`config.mk`:
```
export PLATFORM = sky130hd
export DESIGN_NAME = pulse_sequencer_v2
export DESIGN_NICKNAME = d
export VERILOG_FILES = /design/src/rtl/pulse_sequencer_v2.sv
export SDC_FILE = /design/constraint.sdc
export NUM_CORES = 1
export LEC_CHECK = 0
export ABC_CLOCK_PERIOD_IN_PS = 3100
export BUFFER_PORTS_ARGS = -buffer_cell sky130_fd_sc_hd__buf_4
export CORE_ASPECT_RATIO = 0.6
export CORE_UTILIZATION = 56
export DETAILED_ROUTE_END_ITERATION = 10
export GPL_ROUTABILITY_DRIVEN = 1
export GPL_TIMING_DRIVEN = 0
export PLACE_DENSITY_LB_ADDON = 0.1
export SETUP_SLACK_MARGIN = 0.1
export SLEW_MARGIN = 10
export SYNTH_ARGS = -nofsm -noshare
export SYNTH_HDL_FRONTEND = slang
export SYNTH_SLANG_ARGS = --single-unit
```
`constraint.sdc`:
```
create_clock -name clk -period 3.1 [get_ports clk]
set_clock_uncertainty 0.15 [all_clocks]
set_input_delay 0.62 -clock clk [delete_from_list [all_inputs] [get_ports clk]]
set_output_delay 0.62 -clock clk [all_outputs]
set_load 0.01 [all_outputs]
```
`src/rtl/pulse_sequencer_v2.sv`:
```
// pulse_sequencer_v2
// Instruction-cycle pulse sequencer: walks P0..P7 (write-back, fetch, addr1,
// addr2, operand move, execute) with run / instruction-step / pulse-step modes,
// stop requests, memory and operation watchdogs with a sticky fault, and a
// retired-instruction counter.
module pulse_sequencer_v2 #(
   parameter int MEM_TIMEOUT = 64,
   parameter int OP_TIMEOUT  = 1024,
   parameter int CNT_W       = 16
) (
   input  logic             clk,
   input  logic             reset,
   input  logic [1:0]       mode,
   input  logic             do_start,
   input  logic             do_stop,
   input  logic             do_step,
   input  logic             clear_fault,
   input  logic             mem_finish,
   input  logic             operation_finish,
   input  logic             read_addr2,
   input  logic             write_addr2,
   output logic             write_enable,
   output logic             read_enable,
   output logic             start_operation,
   output logic             start_to_select_enable,
   output logic             addr1_to_select_enable,
   output logic             addr2_to_select_enable,
   output logic             mem_to_c_enable,
   output logic             do_start_inc,
   output logic             do_move_c_to_a,
   output logic             do_move_c_to_b,
   output logic [2:0]       cur_pulse,
   output logic             running,
   output logic             fault,
   output logic [1:0]       fault_code,
   output logic [CNT_W-1:0] instr_count
);

   localparam int WD_MAX = (OP_TIMEOUT > MEM_TIMEOUT) ? OP_TIMEOUT : MEM_TIMEOUT;
   localparam int WD_W   = $clog2(WD_MAX + 1);
   localparam logic [WD_W-1:0] MEM_LAST = WD_W'(MEM_TIMEOUT - 1);
   localparam logic [WD_W-1:0] OP_LAST  = WD_W'(OP_TIMEOUT - 1);

   // Bit positions inside the entry-strobe vector
   localparam int SB_START = 0;
   localparam int SB_ADDR1 = 1;
   localparam int SB_ADDR2 = 2;
   localparam int SB_MEMC  = 3;
   localparam int SB_INC   = 4;
   localparam int SB_MOVEA = 5;
   localparam int SB_MOVEB = 6;

   typedef enum logic [0:0] {
      ST_ACTIVE = 1'b0,
      ST_FAULT  = 1'b1
   } state_t;

   state_t           state_reg, state_next;
   logic [2:0]       pulse_reg, pulse_next;
   logic             done_reg, done_next;          // current pulse has finished its work
   logic             wb_reg, wb_next;              // P0 write-back still outstanding
   logic             step_reg, step_next;          // latched do_step (pulse-step mode)
   logic             start_req_reg, start_req_next;// latched do_start while sitting in P0
   logic             running_reg, running_next;
   logic [1:0]       code_reg, code_next;
   logic [WD_W-1:0]  wd_reg, wd_next;
   logic [CNT_W-1:0] count_reg, count_next;
   logic [6:0]       strobe_reg, strobe_next;

   logic       cont_mode, step_mode, start_go, step_ok;
   logic       ready, mem_wait, op_wait, finish_now;
   logic [2:0] pulse_inc;

   assign cont_mode = (mode == 2'b00) || (mode == 2'b11);
   assign step_mode = (mode == 2'b10);
   assign start_go  = do_start && !do_stop;     // stop wins over a simultaneous start
   assign step_ok   = !step_mode || step_reg || do_step;
   assign pulse_inc = pulse_reg + 3'd1;

   // State register; reset takes effect immediately, independent of the clock
   always_ff @(posedge clk or posedge reset) begin
      if (reset) begin
         state_reg     <= ST_ACTIVE;
         pulse_reg     <= 3'd0;
         done_reg      <= 1'b0;
         wb_reg        <= 1'b0;
         step_reg      <= 1'b0;
         start_req_reg <= 1'b0;
         running_reg   <= 1'b0;
         code_reg      <= 2'b00;
         wd_reg        <= '0;
         count_reg     <= '0;
         strobe_reg    <= '0;
      end else begin
         state_reg     <= state_next;
         pulse_reg     <= pulse_next;
         done_reg      <= done_next;
         wb_reg        <= wb_next;
         step_reg      <= step_next;
         start_req_reg <= start_req_next;
         running_reg   <= running_next;
         code_reg      <= code_next;
         wd_reg        <= wd_next;
         count_reg     <= count_next;
         strobe_reg    <= strobe_next;
      end
   end

   // Next-state: pulse completion, advance, watchdog and fault handling
   always_comb begin
      state_next     = state_reg;
      pulse_next     = pulse_reg;
      done_next      = done_reg;
      wb_next        = wb_reg;
      step_next      = step_reg;
      start_req_next = start_req_reg;
      running_next   = running_reg;
      code_next      = code_reg;
      wd_next        = wd_reg;
      count_next     = count_reg;
      strobe_next    = '0;
      ready          = 1'b0;
      mem_wait       = 1'b0;
      op_wait        = 1'b0;
      finish_now     = 1'b0;

      case (state_reg)
         ST_ACTIVE: begin
            if (do_stop)
               running_next = 1'b0;
            else if (do_start)
               running_next = 1'b1;
            if (step_mode && do_step)
               step_next = 1'b1;

            case (pulse_reg)
               3'd0: begin
                  // Write-back first, then wait for a reason to fetch
                  if (wb_reg) begin
                     mem_wait   = 1'b1;
                     finish_now = mem_finish;
                     if (mem_finish)
                        wb_next = 1'b0;
                  end
                  if (start_go)
                     start_req_next = 1'b1;
                  if (do_stop)
                     start_req_next = 1'b0;
                  ready = (!wb_reg || mem_finish) && !do_stop &&
                          (start_req_reg || start_go || (cont_mode && running_reg));
               end
               3'd1, 3'd3: begin
                  mem_wait   = 1'b1;
                  finish_now = mem_finish;
                  ready      = done_reg || mem_finish;
               end
               3'd5: begin
                  if (read_addr2) begin
                     mem_wait   = 1'b1;
                     finish_now = mem_finish;
                     ready      = done_reg || mem_finish;
                  end else begin
                     ready = 1'b1;
                  end
               end
               3'd7: begin
                  op_wait    = 1'b1;
                  finish_now = operation_finish;
                  ready      = done_reg || operation_finish;
               end
               default: ready = 1'b1;
            endcase

            if (ready && step_ok) begin
               pulse_next     = pulse_inc;
               done_next      = 1'b0;
               step_next      = 1'b0;
               start_req_next = 1'b0;
               wd_next        = '0;
               if (pulse_reg == 3'd7) begin
                  count_next = count_reg + CNT_W'(1);
                  wb_next    = write_addr2;
               end
               case (pulse_inc)
                  3'd1: strobe_next[SB_START] = 1'b1;
                  3'd2: begin
                     strobe_next[SB_ADDR1] = 1'b1;
                     strobe_next[SB_MEMC]  = 1'b1;
                  end
                  3'd3: strobe_next[SB_INC] = 1'b1;
                  3'd4: begin
                     strobe_next[SB_ADDR2] = 1'b1;
                     strobe_next[SB_MEMC]  = 1'b1;
                  end
                  3'd5: strobe_next[SB_MOVEA] = 1'b1;
                  3'd6: strobe_next[SB_MEMC]  = read_addr2;
                  3'd7: strobe_next[SB_MOVEB] = read_addr2;
                  default: ;
               endcase
            end else begin
               if (ready)
                  done_next = 1'b1;
               // Only a pulse still waiting on its finish input ages the watchdog;
               // a finish arriving in the last allowed cycle still counts.
               if ((mem_wait || op_wait) && !done_reg && !finish_now) begin
                  if ((mem_wait && wd_reg == MEM_LAST) || (op_wait && wd_reg == OP_LAST)) begin
                     state_next     = ST_FAULT;
                     code_next      = mem_wait ? 2'b01 : 2'b10;
                     running_next   = 1'b0;
                     start_req_next = 1'b0;
                  end else begin
                     wd_next = wd_reg + WD_W'(1);
                  end
               end
            end
         end

         ST_FAULT: begin
            // Everything but clear_fault is ignored; recovery lands halted in P0
            if (clear_fault) begin
               state_next     = ST_ACTIVE;
               pulse_next     = 3'd0;
               code_next      = 2'b00;
               done_next      = 1'b0;
               wb_next        = 1'b0;
               step_next      = 1'b0;
               start_req_next = 1'b0;
               running_next   = 1'b0;
               wd_next        = '0;
            end
         end

         default: state_next = ST_ACTIVE;
      endcase
   end

   logic active;
   assign active = (state_reg == ST_ACTIVE);

   assign cur_pulse       = pulse_reg;
   assign running         = running_reg;
   assign fault           = (state_reg == ST_FAULT);
   assign fault_code      = code_reg;
   assign instr_count     = count_reg;
   assign write_enable    = active && (pulse_reg == 3'd0) && wb_reg;
   assign read_enable     = active && ((pulse_reg == 3'd1) || (pulse_reg == 3'd3) ||
                                       ((pulse_reg == 3'd5) && read_addr2));
   assign start_operation = active && (pulse_reg == 3'd7);

   assign start_to_select_enable = strobe_reg[SB_START];
   assign addr1_to_select_enable = strobe_reg[SB_ADDR1];
   assign addr2_to_select_enable = strobe_reg[SB_ADDR2];
   assign mem_to_c_enable        = strobe_reg[SB_MEMC];
   assign do_start_inc           = strobe_reg[SB_INC];
   assign do_move_c_to_a         = strobe_reg[SB_MOVEA];
   assign do_move_c_to_b         = strobe_reg[SB_MOVEB];

endmodule

```
==> results.ini <==
[status]
status = completed

[synthesis]
synth_top_area_share_pct = 44.6
synth.distinct_cells = 56
synth_edf_count = 0
syn_area_um2 = 2520
yosys.cell_count.top_type = dfrtp_1
synth.top_cells.by_count = dfrtp_1 (45), nand2_1 (20), a21oi_1 (15)
postSynthNetCount = 277
avgSynthCellArea_um2 = 9.86
ys_top_cells_by_area = dfrtp_1 (45%), ha_1 (4.5%), xor2_1 (3.5%), and3_1 (3.2%), a21oi_1 (3.0%)
yosysWarnings = 0
ys_ff_latch = 45
synth_flop_cell = dfrtp_1
synthArstFlopShare_pct = 100
synth_largest_area_cell = dfrtp_1
synthCells = 256
ys_seq_area_share_pct = 44.6

[die]
die_width_um = 88.7
pin_count = 45
die_h_um = 54.0
coreArea_um2 = 4210
die_area_um2 = 4790
floorplan.initialDensity_pct = 60.0
num_rows = 18

[clock_network]
clkTransAtPathRegs_ns = 0.08
cts_buffers = 5
postCtsSetupBuffers = 0
clk_latency_ns = 0.30
cts_root_buffer = clkbuf_8
clockBufferDepth = 2
ctsHoldBuffers = 0
htree_num_levels = 2
cts_tree = built
cts_sinks = 45

[detailed_routing]
ant_nets = 0
firstDrtPassIters = 5
vias = 2300
totalWireLength_mm = 6.15
dr.first_iter.drc_count = 236
wl_per_cell_um = 16.7
viasPerCell = 6.23
drc = 0

[place]
dp_hpwl_mm = 4.57
io_buffers = 44
dpl_worst_slack_ns = 0.208
place.gp.congestion = 0.855

[global_route]
grt_overflow = 0
grt_pass1_vias = 1904
antenna_found_initial = 0
grt_max_degree = 26
grtUsageTotal_pct = 28.0
grt_pass1_wl_mm = 9.74

[timing]
hold_slack_ns = 0.176
max_freq_mhz = 341
tightestPinTransition_ns = 0.698
fin_crit_sh_pct = 94.6
relSlewSlack_pct = 53.5
setup_viol = 0
layout_min_cycle_time_ns = 2.93
slew_viol_final = 0
finalHoldViolCount = 0
setup_tns_ns = 0
rsz0062_at_grt = yes
final.setup.worst_slack_ns = 0.167

[layout]
post-route-util_pct = 73.0
synthToLayoutAreaGrowth_pct = 21.8
fill_cells = 318
diodes = 0
fin_nets = 329
layout-drive-gt1-share_pct = 22.7
largest_register_ff_count = 16

[setup_path]
criticalPathCategory = flip-flop to flip-flop
start_kind = flip-flop
critPathCaptureType = flip-flop
arrival_ns = 2.97
cp_max_fo = 10
required_ns = 3.13

[job]
drv_cap = 0

[pwr]
p_leak_nw = 1.42
power_density_nw_per_um2 = 794
p_total_w = 0.00244
ir_drop_v = 0.000511

[hold_path]
min_path_type = input pin to asynchronous set/reset pin

## routing by layer
metal | global-route usage [%] | wire length [um] | up-vias | share of wire, %
met5 | 0 | 0 | - | 0
met4 | 6.99 | 70 | 0 | 1.1
met3 | 4.60 | 550 | 17 | 9.0
met2 | 39.5 | 2520 | 134 | 41
met1 | 44.0 | 3010 | 1092 | 49
li1 | - | - | 1057 | -
## worst max-delay path, stage by stage, from the launching register on
cell	delay (ns)
dfrtp_1	0.59
inv_1	0.12
ha_1	0.32
nor2b_1	0.21
a21oi_1	0.41
o31a_1	0.43
o21ai_1	0.25
mux2_2	0.33
## where the power goes
group / internal, W / switching, W
Sequential: 0.000710 / 0.000143
Clock: 0.000263 / 0.000189
Combinational: 0.000471 / 0.000667
## layout by cell type, fill, tap and decap left out, types with 5 or more instances in the layout
cell type / n
and3_1: 13
dfrtp_1: 45
nor2_1: 13
inv_1: 10
nand2_1: 20
buf_4: 45
nand3_1: 14
nand4_1: 8
ha_1: 9
o31ai_1: 5
xnor2_1: 5
nor3_1: 10
clkbuf_8: 6
xor2_1: 10
o21ai_0: 6
a21oi_1: 15
o21a_1: 5
## metrics by stage
step	instances	area, um2
4_1_cts	369	3070
5_1_grt	369	3080
3_5_place_dp	361	2950
2_1_floorplan	256	2520
6_report	369	3080
3_3_place_gp	360	2930
## path summary, 6_finish.rpt
| kind | from | to | slack (ns) | cells after the start |
|---|---|---|---|---|
| setup / recovery | cur_pulse[0] | cur_pulse[0] | 0.17 | 7 |
| hold / removal | reset | instr_count[13] | 0.18 | 2 |
| setup reg to reg | cur_pulse[0] | cur_pulse[0] | 0.17 | 7 |
| hold reg to reg | instr_count[4] | instr_count[4] | 0.34 | 1 |
| max in group asynchronous | reset | instr_count[3] | 2.14 | 3 |
| min in group clk | instr_count[4] | instr_count[4] | 0.34 | 1 |
## cells by family (layout without fill, tap and decap cells)
logic type	after synthesis	in the layout	share of synthesized area, %
simple gates	103	103	22.7
mux	3	3	1.29
buf+inv	19	72	3.37
fa+ha+maj	9	9	4.46
compound gates	62	62	18.4
flops	45	45	44.6
xor+xnor	15	15	5.20
## area by class of cell
type	instances	area, um2	area share, %
multi-input cells	192	1320	43.0
flip-flops and latches	45	1130	36.6
repair buffers	45	350	11.4
clock buffers	7	86.3	2.81
well taps	60	75.1	2.44
inverters	12	45.0	1.46
plain buffers	7	40.0	1.30
clock inverters	1	30.0	0.976
## timing repair
action,in CTS,in global routing
setup endpoints to repair,0,13
endpoints found under the hold margin,0,0
gates resized for setup,0,1
(Power assumes the default switching activity.)
